## src/rtl/input_serial_to_parallel_if.sv

```systemverilog
// -----------------------------------------------------------------------------
// input_serial_to_parallel_if
//   Bundles the serial line, the parallel word handshake and the status flags
//   of the receive-side deserializer. Clock and reset stay outside.
//
//   serial_in   : single-wire serial stream, idles low
//   data_ready  : consumer accepts data_out when high together with data_valid
//   data_out    : last completed word, MSB = first data bit received
//   data_valid  : data_out holds an unconsumed word
//   busy        : a frame is being shifted in
//   overrun     : sticky, a completed word was dropped
//
//   master : the deserializer (receives serial_in/data_ready, drives the rest)
//   slave  : the line driver / consumer side
// -----------------------------------------------------------------------------
interface input_serial_to_parallel_if #(
  parameter int WIDTH_OUTPUT = 128
);
  logic                    serial_in;
  logic                    data_ready;
  logic [WIDTH_OUTPUT-1:0] data_out;
  logic                    data_valid;
  logic                    busy;
  logic                    overrun;

  modport master (
    input  serial_in,
    input  data_ready,
    output data_out,
    output data_valid,
    output busy,
    output overrun
  );

  modport slave (
    output serial_in,
    output data_ready,
    input  data_out,
    input  data_valid,
    input  busy,
    input  overrun
  );
endinterface

```

## src/rtl/input_serial_to_parallel.sv

```systemverilog
// -----------------------------------------------------------------------------
// input_serial_to_parallel
//   Receive-side deserializer. Hunts for a start bit (a 1) on the idle-low
//   serial line, shifts in WIDTH_OUTPUT data bits MSB first, one per CLK, and
//   presents the assembled word with a valid/ready handshake. Back-to-back
//   frames need no gap. A word that completes while the previous one is still
//   unconsumed is dropped and the sticky overrun flag is raised.
//
//   Ports:
//     CLK   : system clock, all logic on the rising edge
//     RST_N : asynchronous active-low reset
//     bus   : input_serial_to_parallel_if.master
//               serial_in, data_ready           (inputs)
//               data_out, data_valid, busy,
//               overrun                         (registered outputs)
// -----------------------------------------------------------------------------
module input_serial_to_parallel #(
  parameter int WIDTH_OUTPUT = 128
) (
  input  logic                            CLK,
  input  logic                            RST_N,
  input_serial_to_parallel_if.master      bus
);

  localparam int CNT_W = $clog2(WIDTH_OUTPUT);
  localparam logic [CNT_W-1:0] CNT_LAST = CNT_W'(WIDTH_OUTPUT - 1);

  typedef enum logic [0:0] {
    ST_IDLE  = 1'b0,
    ST_SHIFT = 1'b1
  } state_t;

  state_t                  state_q,   state_d;
  logic [CNT_W-1:0]        cnt_q,     cnt_d;
  // Only W-1 bits need storing: the last data bit is taken straight from
  // serial_in on the completion edge.
  logic [WIDTH_OUTPUT-2:0] shift_q,   shift_d;
  logic [WIDTH_OUTPUT-1:0] data_q,    data_d;
  logic                    valid_q,   valid_d;
  logic                    busy_q,    busy_d;
  logic                    overrun_q, overrun_d;

  logic                    last_bit;
  logic [WIDTH_OUTPUT-1:0] word;

  assign last_bit = (state_q == ST_SHIFT) && (cnt_q == CNT_LAST);
  assign word     = {shift_q, bus.serial_in};

  // State register and all datapath/status flops
  always_ff @(posedge CLK or negedge RST_N) begin
    if (!RST_N) begin
      state_q   <= ST_IDLE;
      cnt_q     <= '0;
      shift_q   <= '0;
      data_q    <= '0;
      valid_q   <= 1'b0;
      busy_q    <= 1'b0;
      overrun_q <= 1'b0;
    end else begin
      state_q   <= state_d;
      cnt_q     <= cnt_d;
      shift_q   <= shift_d;
      data_q    <= data_d;
      valid_q   <= valid_d;
      busy_q    <= busy_d;
      overrun_q <= overrun_d;
    end
  end

  // Next-state logic
  always_comb begin
    state_d = state_q;
    case (state_q)
      ST_IDLE: begin
        if (bus.serial_in) begin
          state_d = ST_SHIFT;
        end
      end
      ST_SHIFT: begin
        // A 1 during SHIFT is data; only the bit count ends the frame.
        if (last_bit) begin
          state_d = ST_IDLE;
        end
      end
      default: state_d = ST_IDLE;
    endcase
  end

  // Output / datapath logic
  always_comb begin
    cnt_d     = cnt_q;
    shift_d   = shift_q;
    data_d    = data_q;
    valid_d   = valid_q;
    overrun_d = overrun_q;
    busy_d    = (state_d == ST_SHIFT);

    if (state_q == ST_SHIFT) begin
      // Truncating cast drops the oldest bit, which is never needed again.
      shift_d = (WIDTH_OUTPUT - 1)'({shift_q, bus.serial_in});
      cnt_d   = last_bit ? '0 : cnt_q + CNT_W'(1);
    end else begin
      cnt_d   = '0;
    end

    if (last_bit) begin
      // Load when the output slot is free or being consumed on this edge;
      // otherwise the new word is lost and overrun latches.
      if (!valid_q || bus.data_ready) begin
        data_d  = word;
        valid_d = 1'b1;
      end else begin
        overrun_d = 1'b1;
      end
    end else if (valid_q && bus.data_ready) begin
      valid_d = 1'b0;
    end
  end

  assign bus.data_out   = data_q;
  assign bus.data_valid = valid_q;
  assign bus.busy       = busy_q;
  assign bus.overrun    = overrun_q;

endmodule

```

## src/flat_wrapper.sv

```systemverilog
// flat-port wrapper written by rule: the top's interface ports become plain ports
module input_serial_to_parallel_flat 
#(
  parameter int WIDTH_OUTPUT = 128
)
  (CLK, RST_N, bus_serial_in, bus_data_ready, bus_data_out, bus_data_valid, bus_busy, bus_overrun);
  input_serial_to_parallel_if #(.WIDTH_OUTPUT(WIDTH_OUTPUT)) bus_i ();
  input  logic CLK;
  input  logic RST_N;
  input wire logic [$bits(bus_i.serial_in)-1:0] bus_serial_in;
  input wire logic [$bits(bus_i.data_ready)-1:0] bus_data_ready;
  output wire logic [$bits(bus_i.data_out)-1:0] bus_data_out;
  output wire logic [$bits(bus_i.data_valid)-1:0] bus_data_valid;
  output wire logic [$bits(bus_i.busy)-1:0] bus_busy;
  output wire logic [$bits(bus_i.overrun)-1:0] bus_overrun;
  assign bus_i.serial_in = bus_serial_in;
  assign bus_i.data_ready = bus_data_ready;
  assign bus_data_out = bus_i.data_out;
  assign bus_data_valid = bus_i.data_valid;
  assign bus_busy = bus_i.busy;
  assign bus_overrun = bus_i.overrun;
  input_serial_to_parallel #(.WIDTH_OUTPUT(WIDTH_OUTPUT)) u_core (.CLK(CLK), .RST_N(RST_N), .bus(bus_i));
endmodule
```

## config.mk

```make
export PLATFORM = sky130hd
export DESIGN_NAME = input_serial_to_parallel_flat
export DESIGN_NICKNAME = d
export VERILOG_FILES = /design/src/rtl/input_serial_to_parallel_if.sv /design/src/rtl/input_serial_to_parallel.sv /design/src/flat_wrapper.sv
export SDC_FILE = /design/constraint.sdc
export NUM_CORES = 1
export LEC_CHECK = 0
export ABC_CLOCK_PERIOD_IN_PS = 2050
export BUFFER_PORTS_ARGS = -buffer_cell sky130_fd_sc_hd__buf_2
export CAP_MARGIN = 20
export CORE_MARGIN = 3
export CORE_UTILIZATION = 45
export CTS_CLUSTER_SIZE = 12
export DETAILED_ROUTE_END_ITERATION = 10
export PLACE_DENSITY = 0.7
export SYNTH_ARGS = -nofsm -noshare
export SYNTH_HDL_FRONTEND = slang
export SYNTH_SLANG_ARGS = --single-unit
export TNS_END_PERCENT = 5
```

## constraint.sdc

```tcl
create_clock -name CLK -period 2.05 [get_ports CLK]
set_input_delay 0.205 -clock CLK [delete_from_list [all_inputs] [get_ports CLK]]
set_output_delay 0.205 -clock CLK [all_outputs]
set_load 0.005 [all_outputs]
```

## Yosys cells after proc, flatten, opt, wreduce, memory -nomap -nowiden

Cells that the tools add are included.
Widths: inputs -> output; s select.

| word-level totals | value |
|---|---|
| input port bits | 4 |
| word-level logic and storage cells | 27 |
| output and inout bits | 131 |
| bits in registers | 265 |

| operators by class | value |
|---|---|
| add/subtract/negate cells | 1 |
| bitwise gates (word level) | 2 |
| equal/unequal tests | 2 |
| reduce and logical (&&, ||, !) cells | 8 |
| multiplexer cells | 8 |

Operators by type and width:

| operator | number |
|---|---|
| $mux 7 | 2 |
| $add 7x1->7 const B | 1 |
| $eq 7x7->1 const B | 1 |
| $reduce_and 2->1 | 3 |
| $mux 1 | 5 |
| $logic_and 1x1->1 | 2 |
| $ne 2x2->1 const B | 1 |
| $not 1->1 | 2 |
| $pmux 1 s2 | 1 |
| $reduce_bool 2->1 | 1 |
| $logic_not 1->1 | 1 |
| $logic_or 1x1->1 | 1 |

## Depth between registers and ports, before layout

Gate-level depths: netlist of run 1.

| depth | value |
|---|---|
| depth in word-level cells | 4 |
| gate-level depth with buffers | 6 |
| mapped depth without buffers | 4 |

## Worst setup path before layout of run 1

No wires, ideal clock.

| path | value |
|---|---|
| path kind | register to register |
| from | register u_core.cnt_q[0] |
| to | register u_core.data_q[0] (netlist: u_core.bus.data_out[0]) |
| arrival time | 1.642 ns |
| path buffers | 2 |
| cell stages (with the launch flop) | 7 |
| required time | 1.925 ns |
| setup slack | 0.283 ns |
| setup time | 0.125 ns |
| clock period less this slack | 1.767 ns |
| cell sequence | dfrtp_1 -> ha_1 -> nand4_2 -> nor3_4 -> buf_12 -> buf_12 -> mux2_4 |

| on the way | value |
|---|---|
| longest elaborated chain between the ends | 3 |

Ends and longest elaborated chain:

| element | line | source |
|---|---|---|
| from (decl) | input_serial_to_parallel.sv:34 | `logic [CNT_W-1:0] cnt_q, cnt_d;` |
| from (signal assigned) | input_serial_to_parallel.sv:61 | `cnt_q <= cnt_d;` |
| $eq 7x7->1 | input_serial_to_parallel.sv:46 | `assign last_bit = (state_q == ST_SHIFT) && (cnt_q == CNT_LAST);` |
| $logic_and 1x1->1 | input_serial_to_parallel.sv:46 |  |
| $reduce_and 2->1 (no source line) | -- |  |
| to (signal assigned) | input_serial_to_parallel.sv:63 | `data_q <= data_d;` |
| to (decl) | input_serial_to_parallel.sv:38 | `logic [WIDTH_OUTPUT-1:0] data_q, data_d;` |

Every way passes these cells.
A chain may end at the register's enable or synchronous reset.

## Final worst setup path of run 1

| path | value |
|---|---|
| from | register u_core.cnt_q[0] |
| to | register u_core.data_q[89] (netlist: u_core.bus.data_out[89]) |

The elaborated chain is that of the path after synthesis.

==> metrics.md, run 1 <==
| Metric | Value |
|---|---|
| Remaining antenna violation count after routing | 0 |
| Initial Util | 45.9% |
| Setup violators final | 0 |
| Core Area | 0.0227 mm² |
| Final Util | 53.9% |
| Final Skew | 12.3 ps |
| Worst setup endpoint | u_core.bus.data_out[89] |
| Worst Setup SP | u_core.cnt_q[0] |
| Worst reg2reg endpoint | u_core.bus.data_out[89] |
| Synth Flop Type | dfrtp_1 |
| Leakage | 6.40 nW |
| First-pass GRT wire length | 29.2 mm |
| CTS buffer count | 27 |
| Via/cell ratio | 4.95 |
| Max Cap Violations | 0 |
| R2R setup slack | 100 ps |
| Buffers on Ports | 134 |
| Crit Path Class | register to register |
| Yosys warning total | 0 |
| Register Area | 0.00664 mm² |
| Filler instances | 1818 |
| Max VDD drop | 0.000573 V |
| Synth cell count leaders | dfrtp_1 (265), mux2_2 (145), mux2_4 (100) |
| Worst path max stage delay | 400 ps |
| WL final | 18.0 mm |
| Flops & latches, synth | 265 |
| Rel. slew slack | 54.9% |
| Layout cells sized above 1 | 58.7% |
| 1st-iter DRT viols | 158 |
| Overall routing resource usage | 14.2% |
| Area of the multi-input gates | 0.00345 mm² |
| Synthesized netlist cell count | 579 |
| Area growth from synthesis to final layout | 17.6% |
| H-tree depth | 1 |
| Compound-Gate Fraction of Synth Area | 0.324% |
| Vias in the first global route | 5496 |
| DR vias | 5123 |
| Final period util | 94.9% |
| Syn nets | 584 |
| Worst hold margin | 216 ps |
| Final hold violation count | 0 |
| CP Cell Sequence | ha_1, nand4_2, nor3_4, buf_12, buf_12, mux2_2 |
| Count leader, synth | dfrtp_1 |
| Critical Path Start Type | register |
| CP Data Arrival Time | 2340 ps |
| Sequential area share after synthesis | 63.7% |
| DRC | 0 |
| Final Max Tran Viols | 0 |
| Synth Area in Simple Gates | 1.27% |
| CTS tree | done |
| Buf/Inv on CP | 2 |
| DR pass1 iterations | 3 |
| CP required | 2440 ps |
| Fmax | 0.514 GHz |
| Die area | 0.0250 mm² |
| Post-synthesis mux area share | 31.2% |
| Final Non-Filler Cells | 1034 |
| Type of the tightest min-delay check | input port to register |
| Final Wtd Congestion | 0.761 |
| Initial antenna violation count | 0 |
| Ant diodes | 0 |
| Largest net degree at the start of global routing | 136 |
| Async S/R FF share, synth | 100% |
| Top cell type's share of synthesized area | 63.7% |
| Syn avg cell area | 18.0 µm² |
| Global route overflow | 0 |
| Overall Power | 12.7 mW |
| Number of enable flip-flop cells after synthesis | 0 |
| Min Tclk post-route | 1950 ps |
| Most used cell along the critical path | buf_12 |
| Worst slew pin tran | 677 ps |
| Dpl cells | 988 |
| Status | completed |
| Library cells used by synthesis | 29 |
| Post-Synth Adder-Cell Area | 0.120% |
| Fin Setup TNS | 0 ps |
| Cell Area, Synth | 0.0104 mm² |
| Worst R2R Path Depth | 6 |
| Worst Path Max Fanout | 18 |
| RSZ-0062 raised after global routing | no |
| CTS Buffer Depth | 3 |
| Cell Pwr Density | 1040 mW/mm² |
| Die Width | 158 µm |
| Crit path depth | 6 |
| Rows | 55 |
| Slowest-stage cell, CP | dfrtp_1 |
| DP HPWL | 11.7 mm |
| Synth area leader | dfrtp_1 |
| NumNets Final | 741 |
| Clock transition at path regs | 60 ps |
| Routed wire length per instance | 17.4 µm |
| Delay-heaviest family, CP | buffers and inverters |
| Boundary pin count | 135 |
| Synth area leaders | dfrtp_1 (64%), mux2_2 (16%), mux2_4 (14%), buf_12 (2.1%), mux2_1 (1.1%) |
| Main combinational cell family by area after synthesis | multiplexers |
| Launch point of the worst reg-to-reg path | u_core.cnt_q[0] |
| Clk sinks | 265 |
| Die Span Y | 158 µm |
| Critical Path End Type | register |
| Worst-Skew Late Latency | 520 ps |
| Clock Tree Root | clkbuf_16 |
| Xor/xnor cell area share of the yosys netlist | 0.252% |
worst min-delay path, delay by kind of cell:
family	cells	cell delay [ps]
buffers and inverters	1	70
AOI/OAI and AO/OA	1	190
and+or+nand+nor	1	220
flip-flops by register name, summed over array words and instances, names as in the netlist:
register and cells:
u_core.state_q 1, u_core.shift_q 127, u_core.bus.overrun 1, u_core.bus.data_valid 1, u_core.bus.data_out 128, u_core.cnt_q 7
layout by cell type, fill, tap and decap left out, types with 2 or more instances in the layout:
| cell type | netlist | final |
|---|---|---|
| mux2_4 | 100 | 100 |
| dlygate4sd3_1 | 0 | 2 |
| dfrtp_1 | 265 | 264 |
| and2_1 | 3 | 3 |
| buf_2 | 6 | 133 |
| xor2_1 | 2 | 2 |
| clkbuf_1 | 8 | 7 |
| mux2_2 | 145 | 145 |
| mux2_1 | 10 | 10 |
| clkinv_2 | 0 | 2 |
| buf_4 | 0 | 10 |
| nand3_1 | 3 | 3 |
| clkbuf_16 | 0 | 28 |
| o21ai_0 | 2 | 2 |
| clkbuf_8 | 0 | 5 |
| nor2_1 | 5 | 5 |
| buf_16 | 0 | 2 |
| buf_12 | 11 | 8 |
area by class of cell:
cell class	count	share of cell area, %
sequential	265	54.2
multi-input combinational	285	28.2
timing repair buffer	157	8.29
clock buffer	39	6.29
tap	285	2.91
clock inverter	3	0.153
what timing repair did:
action,CTS,global route
resized for setup,0,2
buffers inserted,0,1
endpoints found under the setup margin,0,107
hold buffers,2,0
endpoints found under the hold margin,76,0
per-layer routing:
layer / vias to the layer above / routed length [µm] / GRT usage, %
li1: 2346 / - / -
met1: 2652 / 8090 / 19.2
met2: 97 / 8730 / 23.5
met3: 28 / 755 / 2.95
met4: 0 / 427 / 3.81
met5: - / 0 / 0
report_power, final:
part	switching [mW]	total [mW]	leakage [nW]	internal, mW
registers	0.556	6.53	3.56	5.98
clock network	1.85	4.42	0.389	2.57
logic	0.663	1.74	2.45	1.07
total	3.07	12.7	6.40	9.62
worst min path at each step:
stage | start | endpoint | slack, ps | depth (start not counted)
floorplan | RST_N | u_core.bus.data_out[0] | -90 | 0
global placement | RST_N | u_core.bus.data_out[75] | 240 | 1
detailed placement | RST_N | u_core.bus.data_out[74] | 260 | 1
CTS | bus_data_ready | u_core.bus.overrun | 200 | 3
global route | bus_data_ready | u_core.bus.overrun | 210 | 3
finish | bus_data_ready | u_core.bus.overrun | 220 | 3
through the flow:
step,area (µm²),worst slack (ps)
floorplan,10400,283
global placement,11400,115
detailed placement,11400,28.2
CTS,12200,4.68
global route,12200,31.6
finish,12200,104
cells by family (layout without fill, tap and decap cells):
kind of cell	count (synthesis)	count (layout)
adder cells (fa/ha/maj)	1	1
XOR/XNOR	3	3
AND/OR/NAND/NOR	21	21
flip-flops	265	265
multiplexers	255	255
AO/OA/AOI/OAI	5	5
buffers and inverters	29	199
Power figures use the tool's default switching activity.
==> run 2: changes to the inputs <==
Settings changed: ABC_CLOCK_PERIOD_IN_PS 2050 to 2100.
Clock period 2.05 ns to 2.1 ns, I/O delays scaled along.
==> run 2 against run 1 <==
Effect of this change: flip-flop and latch count stayed put; non-clock buffer count stayed put; critical endpoint is now bus_busy; clock skew is 4.1 ps lower; design area grew 1.1%; global-route usage grew 0.29 points; critical path depth shrank 4.
==> metrics.md, run 2 (synthesis gave the netlist of run 1 again) <==
| Metric | Value |
|---|---|
| Critical Path Start Type | register |
| Boundary pin count | 135 |
| CTS tree | done |
| DR pass1 iterations | 3 |
| Most frequent cells in the layout | dfrtp_1 (264), mux2_2 (145), buf_2 (133) |
| Die area | 0.0250 mm² |
| Clock power share | 38.1% |
| Final Wtd Congestion | 0.736 |
| DP HPWL | 11.7 mm |
| CP Cell Sequence | buf_12, buf_2 |
| Switching share of power | 23.5% |
| NumNets Final | 742 |
| Die Span Y | 158 µm |
| Rows | 55 |
| Setup violators final | 0 |
| Routed wire length per instance | 17.5 µm |
| Delay-heaviest family, CP | buffers and inverters |
| Most common cell after layout, fill and taps aside | dfrtp_1 |
| Clk sinks | 265 |
| Worst hold margin | 220 ps |
| Buf/Inv on CP | 2 |
| Overall routing resource usage | 14.5% |
| Via/cell ratio | 4.96 |
| Fin Setup TNS | 0 ps |
| Overall Power | 13.0 mW |
| Max VDD drop | 0.000658 V |
| Final period util | 92.6% |
| Fmax | 0.514 GHz |
| DRC | 0 |
| Largest net degree at the start of global routing | 136 |
| DR vias | 5162 |
| Cell Pwr Density | 1050 mW/mm² |
| Worst-Skew Late Latency | 530 ps |
| Ant diodes | 0 |
| Core Area | 0.0227 mm² |
| Critical Path End Type | output pin |
| Type of the tightest min-delay check | input port to register |
| Leakage | 6.47 nW |
| CP Data Arrival Time | 1730 ps |
| WL final | 18.2 mm |
| 1st-iter DRT viols | 164 |
| CTS buffer count | 28 |
| Seq pwr share | 49.0% |
| Max Cap Violations | 0 |
| Status | completed |
| Initial antenna violation count | 0 |
| Slowest-stage cell, CP | buf_12 |
| CP required | 1890 ps |
| CTS Buffer Depth | 3 |
| Layout cells sized above 1 | 58.9% |
| Worst Path Max Fanout | 135 |
| Clock Tree Root | clkbuf_16 |
| Final Skew | 8.14 ps |
| Final Max Tran Viols | 0 |
| Initial Util | 45.9% |
| Worst path max stage delay | 490 ps |
| H-tree depth | 1 |
| Vias in the first global route | 5631 |
| Buffers on Ports | 134 |
| RSZ-0062 raised after global routing | no |
| Clock transition at path regs | 60 ps |
| Net switching power | 3.06 mW |
| Int Power | 9.96 mW |
| First-pass GRT wire length | 29.5 mm |
| Worst slew pin tran | 751 ps |
| Max FFs per register | 128 |
| R2R setup slack | 170 ps |
| Crit Path Class | register to output pin |
| Area growth from synthesis to final layout | 19.0% |
| Logic gate share of total power | 12.9% |
| Post-CTS resize count | 0 |
| Final hold violation count | 0 |
| Min Tclk post-route | 1940 ps |
| Remaining antenna violation count after routing | 0 |
| Die Width | 158 µm |
| Global route overflow | 0 |
| Rel. slew slack | 50.0% |
## run 2: area by class of cell
| cell class | count | area (µm²) |
|---|---|---|
| flip-flops and latches | 265 | 6640 |
| well taps | 285 | 357 |
| repair buffers | 157 | 1000 |
| clock inverters | 2 | 60.1 |
| fillers | 1809 | 10300 |
| clock buffers | 47 | 883 |
| multi-input cells | 285 | 3450 |
## run 2: tightest hold or removal path: stages
cell and delay (ps):
buf_2 100, and2b_1 270, or2_2 130
## run 2: timing repair
action | CTS | global route
setup buffers | 0 | 1
hold buffers | 2 | 0
endpoints found under the setup margin | 0 | 36
endpoints found under the hold margin | 74 | 0
## run 2: worst paths after layout
check | end | start | cells after the start
worst max-delay path | bus_busy | u_core.state_q | 2
worst min-delay path | u_core.bus.data_valid | bus_data_ready | 3
worst max register to register | u_core.bus.data_out[114] | u_core.cnt_q[0] | 6
worst min register to register | u_core.bus.overrun | u_core.bus.overrun | 1
max in group asynchronous | u_core.shift_q[34] | RST_N | 3
min in group asynchronous | u_core.bus.data_out[77] | RST_N | 2
## run 2: through the flow
step           cells  worst slack (ps)  area (µm²)  util [%]
2_1_floorplan    579               333       10400         -
3_3_place_gp     988               172       11400      50.2
3_5_place_dp     988              53.3       11400      50.2
4_1_cts         1039              54.0       12400      54.4
5_1_grt         1041              41.5       12400      54.6
6_report        1041               156       12400      54.6
## run 2: power groups by stage
| stage | sequential [mW] | clock [mW] | combinational [mW] |
|---|---|---|---|
| detailed placement | 6.46 | 0 | 1.71 |
| CTS | 6.38 | 5.11 | 1.72 |
| floorplan | 6.31 | 0 | 1.21 |
| global placement | 6.41 | 0 | 1.63 |
| finish | 6.38 | 4.95 | 1.68 |
| global route | 6.48 | 5.30 | 1.85 |
## run 2: routing by layer
| layer | up-vias | global-route usage (%) | share of wire [%] |
|---|---|---|---|
| met5 | - | 0 | 0 |
| met4 | 0 | 4.22 | 2.2 |
| met3 | 30 | 3.14 | 4.9 |
| met2 | 98 | 24.8 | 50 |
| met1 | 2676 | 18.6 | 43 |
| li1 | 2358 | - | - |
==> run 3: changes to the inputs <==
==> constraint.sdc (replaced) <==
create_clock -name CLK -period 2.1 [get_ports CLK]
set_input_delay 0.42 -clock CLK [delete_from_list [all_inputs] [get_ports CLK]]
set_output_delay 0.42 -clock CLK [all_outputs]
set_load 0.005 [all_outputs]
==> run 3 against run 2 <==
Effect of this change: sequential share of layout area increased by 0.12 points; power fell by 2.5%; critical path depth unchanged; critical path type unchanged.
==> metrics.md, run 3 (synthesis gave the netlist of run 1 again) <==
| Metric | Value |
|---|---|
| Initial Util | 45.9% |
| H-tree depth | 1 |
| NumNets Final | 742 |
| Fmax | 0.517 GHz |
| CP Data Arrival Time | 1520 ps |
| Final period util | 92.2% |
| Die Width | 158 µm |
| Layout cells sized above 1 | 59.0% |
| Leakage | 6.46 nW |
| Buffers on Ports | 134 |
| Overall Power | 12.7 mW |
| Clk sinks | 265 |
| Most frequent cells in the layout | dfrtp_1 (264), mux2_2 (145), buf_2 (133) |
| Routed wire length per instance | 18.3 µm |
| CP required | 1680 ps |
| RSZ-0062 raised after global routing | no |
| Overall routing resource usage | 15.2% |
| Register Area | 0.00664 mm² |
| CTS buffer count | 28 |
| Largest net degree at the start of global routing | 69 |
| Filler instances | 1814 |
| R2R setup slack | 180 ps |
| Final Max Tran Viols | 0 |
| Critical Path End Type | output pin |
| Rows | 55 |
| Critical Path Start Type | register |
| Rel. slew slack | 64.2% |
| Most common cell after layout, fill and taps aside | dfrtp_1 |
| Clock transition at path regs | 60 ps |
| Initial antenna violation count | 0 |
| Remaining antenna violation count after routing | 0 |
| Worst-Skew Late Latency | 520 ps |
| First-pass GRT wire length | 30.9 mm |
| Crit Path Class | register to output pin |
| Worst Hold Launch | bus_serial_in |
| Final hold violation count | 0 |
| Clock Tree Root | clkbuf_16 |
| Max Cap Violations | 0 |
| Min Tclk post-route | 1940 ps |
| CTS Buffer Depth | 3 |
| Area of the multi-input gates | 0.00345 mm² |
| Final Wtd Congestion | 0.745 |
| Dpl cell area | 0.0114 mm² |
| Vias in the first global route | 5777 |
| Final Skew | 8.31 ps |
| Global route overflow | 0 |
| CP Cell Sequence | buf_16, buf_2 |
| Cell Pwr Density | 1030 mW/mm² |
| DR pass1 iterations | 4 |
| Max VDD drop | 0.000657 V |
| CTS tree | done |
| Slowest-stage cell, CP | dfrtp_4 |
| Status | completed |
| Ant diodes | 0 |
| Core Area | 0.0227 mm² |
| Setup violators final | 0 |
| Worst Setup SP | u_core.state_q |
| DP HPWL | 11.7 mm |
| Worst Path Max Fanout | 68 |
| Die area | 0.0250 mm² |
| Area growth from synthesis to final layout | 18.7% |
| Fin area | 0.0124 mm² |
| Type of the tightest min-delay check | input port to register |
| Worst hold margin | 180 ps |
| Die Span Y | 158 µm |
| Boundary pin count | 135 |
| Launch point of the worst reg-to-reg path | u_core.cnt_q[0] |
| 1st-iter DRT viols | 169 |
| WL final | 19.0 mm |
| DRC | 0 |
| Via/cell ratio | 5.06 |
| Worst slew pin tran | 537 ps |
| Max FFs per register | 128 |
| Fin Setup TNS | 0 ps |
| Worst path max stage delay | 450 ps |
| DR vias | 5251 |
run 3: changes by cell type in the layout (fill, tap and decap cells not counted), moves of 2 or more:
cell,previous run,this run
clkinv_2,0,3
buf_4,10,7
buf_12,10,12
clkbuf_8,9,5
bufinv_16,2,0
run 3: repair_timing:
item	CTS	global route
pin swaps	0	1
hold buffers	1	0
gates cloned	1	1
endpoints found under the setup margin	1	26
hold endpoints to repair	56	0
setup buffers	0	1
resized for setup	1	0
run 3: layout make-up:
cell class              count  share of cell area, %
multi-input cells         285                   27.9
flip-flops and latches    265                   53.7
well taps                 285                   2.88
clock inverters             4                  0.192
clock buffers              42                   6.67
repair buffers            157                   8.64
run 3: final timing paths:
path	cells past startpoint	end
setup / recovery	2	bus_busy
hold / removal	3	u_core.state_q
setup reg to reg	6	u_core.bus.data_out[6]
hold reg to reg	1	u_core.bus.overrun
max in group asynchronous	3	u_core.bus.data_out[54]
min in group asynchronous	2	u_core.bus.data_out[75]
run 3: through the flow:
step	utilization [%]	cells	worst slack [ps]
floorplan	-	579	333
global placement	50.3	988	160
finish	54.4	1038	164
global route	54.4	1038	59.8
detailed placement	50.3	988	91.5
CTS	54.3	1036	82.8
run 3: worst max-delay path, delay by kind of cell, from the launching register on:
family                 cells  cell delay [ps]
buffers and inverters      2              530
flip-flops                 1              450
run 3: routing by layer:
layer	wire length [µm]	vias to the layer above	GRT usage (%)
li1	-	2359	-
met1	8290	2761	20.3
met2	9480	98	25.6
met3	780	33	2.84
met4	414	0	4.22
met5	0	-	0
run 3: where the power goes:
| group | switching (mW) | total (mW) | leakage (nW) | internal (mW) |
|---|---|---|---|---|
| sequential | 0.547 | 6.38 | 3.56 | 5.83 |
| combinational | 0.669 | 1.74 | 2.48 | 1.07 |
| clock | 1.89 | 4.56 | 0.419 | 2.68 |
